==> src/rtl/mult_share_pkg.sv <==
// rtl/mult_share_pkg.sv - shared types, widths and round-robin pick for mult_share_sched
package mult_share_pkg;

   typedef enum logic [1:0] {
      ST_IDLE  = 2'd0,
      ST_MULT  = 2'd1,
      ST_DONE  = 2'd2,
      ST_CLEAR = 2'd3
   } state_t;

   localparam int OPW     = 8;
   localparam int PRODW   = 16;
   localparam int MAX_REQ = 8;

   // Descending scan so the requester closest to ptr is the last one written and wins.
   function automatic int rr_pick(input logic [MAX_REQ-1:0] req, input int ptr, input int n);
      int pick;
      int idx;
      pick = 0;
      for (int i = MAX_REQ - 1; i >= 0; i--) begin
         if (i < n) begin
            idx = (ptr + i) % n;
            if (req[idx[2:0]]) pick = idx;
         end
      end
      return pick;
   endfunction

endpackage

==> src/rtl/mult_share_sched_booth.sv <==
// rtl/mult_share_sched_booth.sv - combinational radix-4 Booth signed 8x8 multiplier
module immediate_booth_multiplier_module
   import mult_share_pkg::*;
(
   input  logic signed [OPW-1:0]   rA,
   input  logic signed [OPW-1:0]   rB,
   output logic signed [PRODW-1:0] product
);

   logic [OPW:0]             b_ext;
   logic signed [PRODW-1:0]  a_ext;
   logic signed [PRODW-1:0]  pp;
   logic [2:0]               trip;

   always_comb begin
      b_ext   = {rB, 1'b0};
      a_ext   = {{(PRODW-OPW){rA[OPW-1]}}, rA};
      product = '0;
      pp      = '0;
      trip    = '0;
      for (int i = 0; i < OPW / 2; i++) begin
         trip = b_ext[2*i +: 3];
         case (trip)
            3'b001, 3'b010: pp = a_ext;
            3'b011:         pp = a_ext <<< 1;
            3'b100:         pp = -(a_ext <<< 1);
            3'b101, 3'b110: pp = -a_ext;
            default:        pp = '0;
         endcase
         product = product + (pp <<< (2*i));
      end
   end

endmodule

==> src/rtl/mult_share_sched.sv <==
// rtl/mult_share_sched.sv - round-robin time-sharing of one Booth multiplier among N_REQ requesters
module mult_share_sched
   import mult_share_pkg::*;
#(
   parameter int N_REQ = 4,
   parameter int IDW   = 3
) (
   input  logic                 CLK,
   input  logic                 RST,
   input  logic [N_REQ-1:0]     Start_Sig,
   input  logic [8*N_REQ-1:0]   A_In,
   input  logic [8*N_REQ-1:0]   B_In,
   output logic [N_REQ-1:0]     Done_Sig,
   output logic [PRODW-1:0]     Product,
   output logic [IDW-1:0]       Grant_Id,
   output logic                 Busy
);

   state_t                  state, state_nxt;
   logic [IDW-1:0]          ptr;
   logic signed [OPW-1:0]   rA, rB;
   logic signed [PRODW-1:0] mult_out;
   logic [MAX_REQ-1:0]      req_vec;
   int                      win;

   always_comb begin
      req_vec              = '0;
      req_vec[N_REQ-1:0]   = Start_Sig;
   end

   always_comb win = rr_pick(req_vec, int'(ptr), N_REQ);

   always_ff @(posedge CLK) begin
      if (RST) state <= ST_IDLE;
      else     state <= state_nxt;
   end

   always_comb begin
      state_nxt = state;
      case (state)
         ST_IDLE:  if (|Start_Sig) state_nxt = ST_MULT;
         ST_MULT:  state_nxt = ST_DONE;
         ST_DONE:  state_nxt = ST_CLEAR;
         ST_CLEAR: state_nxt = ST_IDLE;
         default:  state_nxt = ST_IDLE;
      endcase
   end

   assign Busy = (state != ST_IDLE);

   // Product doubles as the capture register: loaded leaving MULT, so it shows in DONE.
   always_ff @(posedge CLK) begin
      if (RST) begin
         rA       <= '0;
         rB       <= '0;
         Product  <= '0;
         Grant_Id <= '0;
         Done_Sig <= '0;
         ptr      <= '0;
      end else begin
         Done_Sig <= '0;
         case (state)
            ST_IDLE: begin
               if (|Start_Sig) begin
                  rA       <= A_In[OPW*win +: OPW];
                  rB       <= B_In[OPW*win +: OPW];
                  Grant_Id <= IDW'(win);
               end
            end
            ST_MULT: begin
               Product  <= mult_out;
               Done_Sig <= N_REQ'(1) << Grant_Id;
            end
            ST_DONE: begin
               ptr <= (int'(Grant_Id) == N_REQ - 1) ? '0 : Grant_Id + IDW'(1);
            end
            default: ;
         endcase
      end
   end

   immediate_booth_multiplier_module u_mult (
      .rA      (rA),
      .rB      (rB),
      .product (mult_out)
   );

endmodule

==> config.mk <==
export PLATFORM = sky130hd
export DESIGN_NAME = mult_share_sched
export DESIGN_NICKNAME = d
export VERILOG_FILES = /design/src/rtl/mult_share_pkg.sv /design/src/rtl/mult_share_sched_booth.sv /design/src/rtl/mult_share_sched.sv
export SDC_FILE = /design/constraint.sdc
export NUM_CORES = 1
export LEC_CHECK = 0
export CAP_MARGIN = 20
export CORE_UTILIZATION = 54
export DETAILED_ROUTE_END_ITERATION = 12
export GPL_ROUTABILITY_DRIVEN = 0
export PLACE_DENSITY = 0.81
export SETUP_SLACK_MARGIN = 0.15
export SYNTH_ARGS = -nofsm -noshare
export SYNTH_HDL_FRONTEND = slang
export SYNTH_SLANG_ARGS = --single-unit
==> constraint.sdc <==
create_clock -name CLK -period 6.4 [get_ports CLK]
set_input_delay 1.28 -clock CLK [delete_from_list [all_inputs] [get_ports CLK]]
set_output_delay 1.28 -clock CLK [all_outputs]
set_load 0.02 [all_outputs]
After elaboration in Yosys (flattened, before gate mapping)
Index checks and enable logic that the tools add are counted.
Word-level totals
  memory bits (read-only): 0
  memories: 0
  register bits: 43
  word-level logic and storage cells: 86
  input port bits: 70
  RAM bits: 0
  bits in latches: 0
Operators by class
  shift-type cells: 3
  magnitude comparators: 4
  multipliers: 0
  equality and inequality tests: 26
  div/mod/pow operators: 0
  $add $sub $neg: 9
  bitwise logic cells: 4
  multiplexer cells: 19
  reductions and logical operators: 14
Operator list (number)
  $mux W29: 4
  $shiftx A32 B32 Y8: 2
  $pmux W14 S4: 1
  $add A16 B16 Y16: 3
  $pmux W12 S4: 1
  $pmux W16 S3: 1
  $pmux W10 S4: 1
  $eq A3 B3 Y1 const B: 10
  $reduce_or A2 Y1: 10
  $eq A3 B2 Y1 const B: 6
  $neg A8 Y16: 1
  $neg A9 Y16: 1
  $lt A3 B4 Y1 const B: 3
  $bmux W1 S3: 3
  $eq A3 B1 Y1 const B: 3
  $eq A2 B2 Y1 const B: 4
  $pmux W2 S4: 1
  $add A2 B1 Y2 const B: 2
  $add A2 B2 Y2 const B: 2
  $eq A2 B1 Y1 const B: 2
  $lt A2 B4 Y1 const B: 1
  $mux W1: 4
  $mux W2: 2
  $reduce_or A4 Y1: 1
  other kinds (8): 10

Logic depth before layout (Yosys ltp)
  depth in word-level cells: 10
  mapped depth: 24
  mapped depth without buffers: 21

By module
A second synthesis with hierarchy kept.
Second synthesis, totals
  cell total of the unflattened synthesis: 615
  area, all modules: 4977.3 um^2
Modules (own cells, without submodules)
  immediate_booth_multiplier_module: area each 2835.2 um^2, instances 1, cells an instance 415, sequential area each 0.0 um^2
  mult_share_sched: area each 2142.1 um^2, instances 1, cells an instance 200, sequential area each 840.8 um^2

Least setup slack after synthesis
No wires, ideal clock.
  kind: flip-flop to flip-flop
  start: register rA[0]
  end: register Product[15]
  stages on the path, launching flop included: 19
  path buffers: 2
  clock period less this slack: 4747 ps
  setup slack: 1653 ps
  data required time: 6321 ps
  data arrival time: 4667 ps
  cell sequence: dfxtp_1 > inv_1 > ha_1 > buf_2 > or3b_2 > clkbuf_1 > xnor2_1 > nor2_1 > mux4_2 > fa_1 > fa_1 > ha_1 > o21ai_0 > o21a_1 > o21a_1 > o21bai_1 > a21o_1 > xnor2_1 > a211oi_2
On the way
  longest elaborated chain between the ends: 5
  elaborated cells between the ends (all ways): 9
RTL lines
  start: declaration: RTL line mult_share_sched.sv:21  | logic signed [OPW-1:0] rA, rB;
  start signal: assignment: RTL line mult_share_sched.sv:65  | rA <= A_In[OPW*win +: OPW];
  $neg A9 Y16 / $neg A8 Y16 (equally long branches): RTL line mult_share_sched_booth.sv:26, mult_share_sched_booth.sv:27
  $pmux W14 S4 / $pmux W16 S3 (equally long branches): RTL line mult_share_sched_booth.sv:23  | case (trip)
  $add A16 B16 Y16 (2 in a row): RTL line mult_share_sched_booth.sv:30  | product = product + (pp <<< (2*i));
  $add A16 B16 Y16 (*): RTL line mult_share_sched_booth.sv:30
  end signal: assignment: RTL line mult_share_sched.sv:71  | Product <= mult_out;
  end: declaration: RTL line mult_share_sched.sv:14  | output logic [PRODW-1:0] Product,
Every way passes the cells marked *; elsewhere a longest branch is shown, timed or not.
A chain may end at the register's enable or synchronous reset.

Final worst setup path
Ends and elaborated chain as after synthesis.

==> metrics.md <==
| Metric | Value |
|---|---|
| Status | complete, no violations |
| Storage element area | 841 um2 |
| Max Clk Rate | 0.191 GHz |
| Wirelength per Cell | 16.1 um |
| Die width | 96.0 um |
| Largest net degree at the start of global routing | 43 |
| CTS tree | yes |
| Final nets | 852 |
| Dpl hpwl | 10200 um |
| RSZ-0062 raised after global routing | no |
| CP Class | reg -> reg |
| Via count | 5093 |
| Multi-input gate area | 3570 um2 |
| Mapped Cells | 680 |
| FP Rows | 33 |
| Synth warn | 0 |
| Antenna Violating Nets Remaining | 0 |
| Fin cells | 845 |
| Fill count | 710 |
| Mapped Nets | 793 |
| Number of distinct library cells after synthesis | 58 |
| Synth Register Bits | 42 |
| R2R setup slack | 1160 ps |
| First-pass GRT wire length | 22400 um |
| Crit end category | flop |
| Leakage | 2.41 nW |
| Post-CTS Hold Buffers | 0 |
| Vias in the first global route | 4733 |
| GRT Util Overall | 31.2% |
| Grt ovf | 0 |
| Initial antenna violation count | 0 |
| Worst Path Max Fanout | 8 |
| Critical path data required time | 6640 ps |
| Die Y | 96.0 um |
| DP Cell Count | 835 |
| N_diodes | 0 |
| Number of remaining DRC errors | 0 |
| Total clock sinks | 42 |
| Area Growth Syn to Fin | 21.3% |
| H-tree depth | 2 |
| Area leader, netlist | dfxtp_1 |
| CTS Root Cell | clkbuf_8 |
| Die area | 9220 um2 |
| Initial Util | 57.0% |
| Core Util, Final | 69.1% |
| Final Hold Viols | 0 |
| Final Skew | 14.4 ps |
| Final setup TNS | 0 ps |
| Port Buffer Count | 92 |
| Drt pass-1 iters | 9 |
| Area share of the largest cell type after synthesis | 17.6% |
| Layout cells sized above 1 | 3.78% |
| Worst min path class | reg -> reg |
| Worst skew pair latency | 310 ps |
| Post-cts resize count | 0 |
| Core box area | 8380 um2 |
| Clk buf depth | 2 |
| Mapped Avg Cell Area | 7.02 um2 |
| Final count of negative-setup-slack endpoints | 0 |
| CP arrival | 5480 ps |
| DR iter-0 viols | 577 |
| Async SR Flop Fraction | 0% |
| PwrDens | 492 nW/um2 |
| Ys flop type | dfxtp_1 |
| Maximum VDD drop | 0.251 mV |
| Relative slew slack | 31.3% |
| Tcrit/Tclk final | 81.9% |
| Fin. max-slew vios | 0 |
| Setup bufs post-CTS | 0 |
| CP Launch Type | flop |
| Top cells by area, synth | dfxtp_1, nand2_1, fa_1, a21oi_1, ha_1 |
| Total power | 2.85 mW |
| MaxCap Viol Count | 0 |
| Post-Synthesis Cell Area | 4770 um2 |
| I/O pin total | 94 |
| WHS | 496 ps |
| Vias per std cell | 6.03 |
| Period minus WS final | 5240 ps |
| Post-synth EDFFs | 0 |
| Clock-pin slew on the worst setup and hold paths | 100 ps |
| Num CTS Buffers | 5 |
| Worst Tran Pin Value | 1030 ps |
| Routed Wire Length | 13600 um |
| Seq/Total Area, Yosys | 17.6% |
[per-layer routing]
metal  up-vias  routed length, um  GRT usage, %
li1       2463                  -             -
met2       317               6180          48.8
met3        49               1370          8.93
met1      2264               5530          39.6
met5         -                  0             0
met4         0                519          14.6
[layout make-up]
type,instances,share of cell area [%]
Clock buffer,5,1.19
Clock inverter,3,0.324
Inverter,49,3.17
Multi-Input combinational cell,542,61.6
Sequential cell,42,14.5
Tap cell,105,2.27
Timing Repair Buffer,99,16.9
[path summary, 6_finish.rpt]
path              start     endpoint  cells past startpoint
min reg2reg  Product[0]   Product[0]                      2
min          Product[0]   Product[0]                      2
max reg2reg       rA[0]  Product[15]                     16
max               rA[0]  Product[15]                     16
[registers in the layout (all words and copies together) (netlist names)]
name	count
state	2
Done_Sig	4
rA	8
ptr	2
Grant_Id	2
Product	16
rB	8
[stage by stage]
stage          instance area (um2)  worst slack, ps
4_1_cts                       5770             1240
2_1_floorplan                 4770             1650
3_5_place_dp                  5680             1250
3_3_place_gp                  5680             1480
6_report                      5790             1160
5_1_grt                       5790              933
[cell usage in the layout, fill, tap and decap left out, drive strengths merged, types with 4 or more instances in the layout]
cell type	instances
nand2	121
clkdlybuf4s50	92
nor2	60
a21oi	55
nand3	50
inv	50
dfxtp	42
o21ai	32
ha	22
fa	21
mux2i	20
xnor2	18
a21o	15
o22ai	14
nand2b	11
nor3	8
xor2	7
o21bai	7
o211ai	7
buf	7
a211oi	7
nor2b	6
a22oi	6
a221oi	6
and2	5
clkbuf	5
o221ai	4
o21a	4
[critical path, stage by stage (launching register included)]
cell	delay, ps
dfxtp_1	400
inv_1	190
ha_1	320
or3b_2	560
xnor2_1	440
nor2_1	120
mux4_2	540
fa_1	500
fa_1	490
ha_1	360
o21ai_0	290
o21a_1	190
o21a_1	170
o21bai_1	70
a21o_1	180
xnor2_1	130
a211oi_2	200
[Yosys cell counts, types with 2 or more instances]
cell,instances
a221oi_1,6
a211oi_2,2
ha_1,22
and2_1,5
xor2_1,7
buf_2,3
o221ai_1,4
mux2i_1,20
inv_1,49
nor2b_1,6
mux4_2,2
a221o_1,2
o31ai_1,2
nand2_1,121
nand3_1,50
dfxtp_1,42
nor3b_1,2
a311o_1,3
buf_4,2
a21oi_1,55
nand3b_1,2
nand2b_1,11
fa_1,21
o21a_1,4
a32o_1,2
mux2_2,2
a22oi_1,6
a21o_1,15
clkbuf_1,36
o21ai_0,32
nor3_1,8
buf_1,6
xnor2_1,17
a211oi_1,5
o211ai_1,7
nor2_1,60
o21bai_1,7
o22ai_1,14
[power breakdown]
group	internal, mW	switching [mW]	total [mW]
Combinational	0.924	1.27	2.19
Clock	0.0772	0.109	0.186
Sequential	0.325	0.144	0.469
[logic make-up (layout without fill, tap and decap cells)]
| logic type | Yosys count | in the layout | share of synthesized area (%) |
|---|---|---|---|
| mux | 24 | 24 | 5.61 |
| simple gates | 273 | 273 | 25.5 |
| compound gates | 175 | 175 | 23.6 |
| fa+ha+maj | 43 | 43 | 14.6 |
| buf+inv | 96 | 156 | 7.78 |
| xor+xnor | 26 | 26 | 5.21 |
| flops | 42 | 42 | 17.6 |
| other cells | 1 | 1 | 0.0785 |
Power figures use the tool's default switching activity.
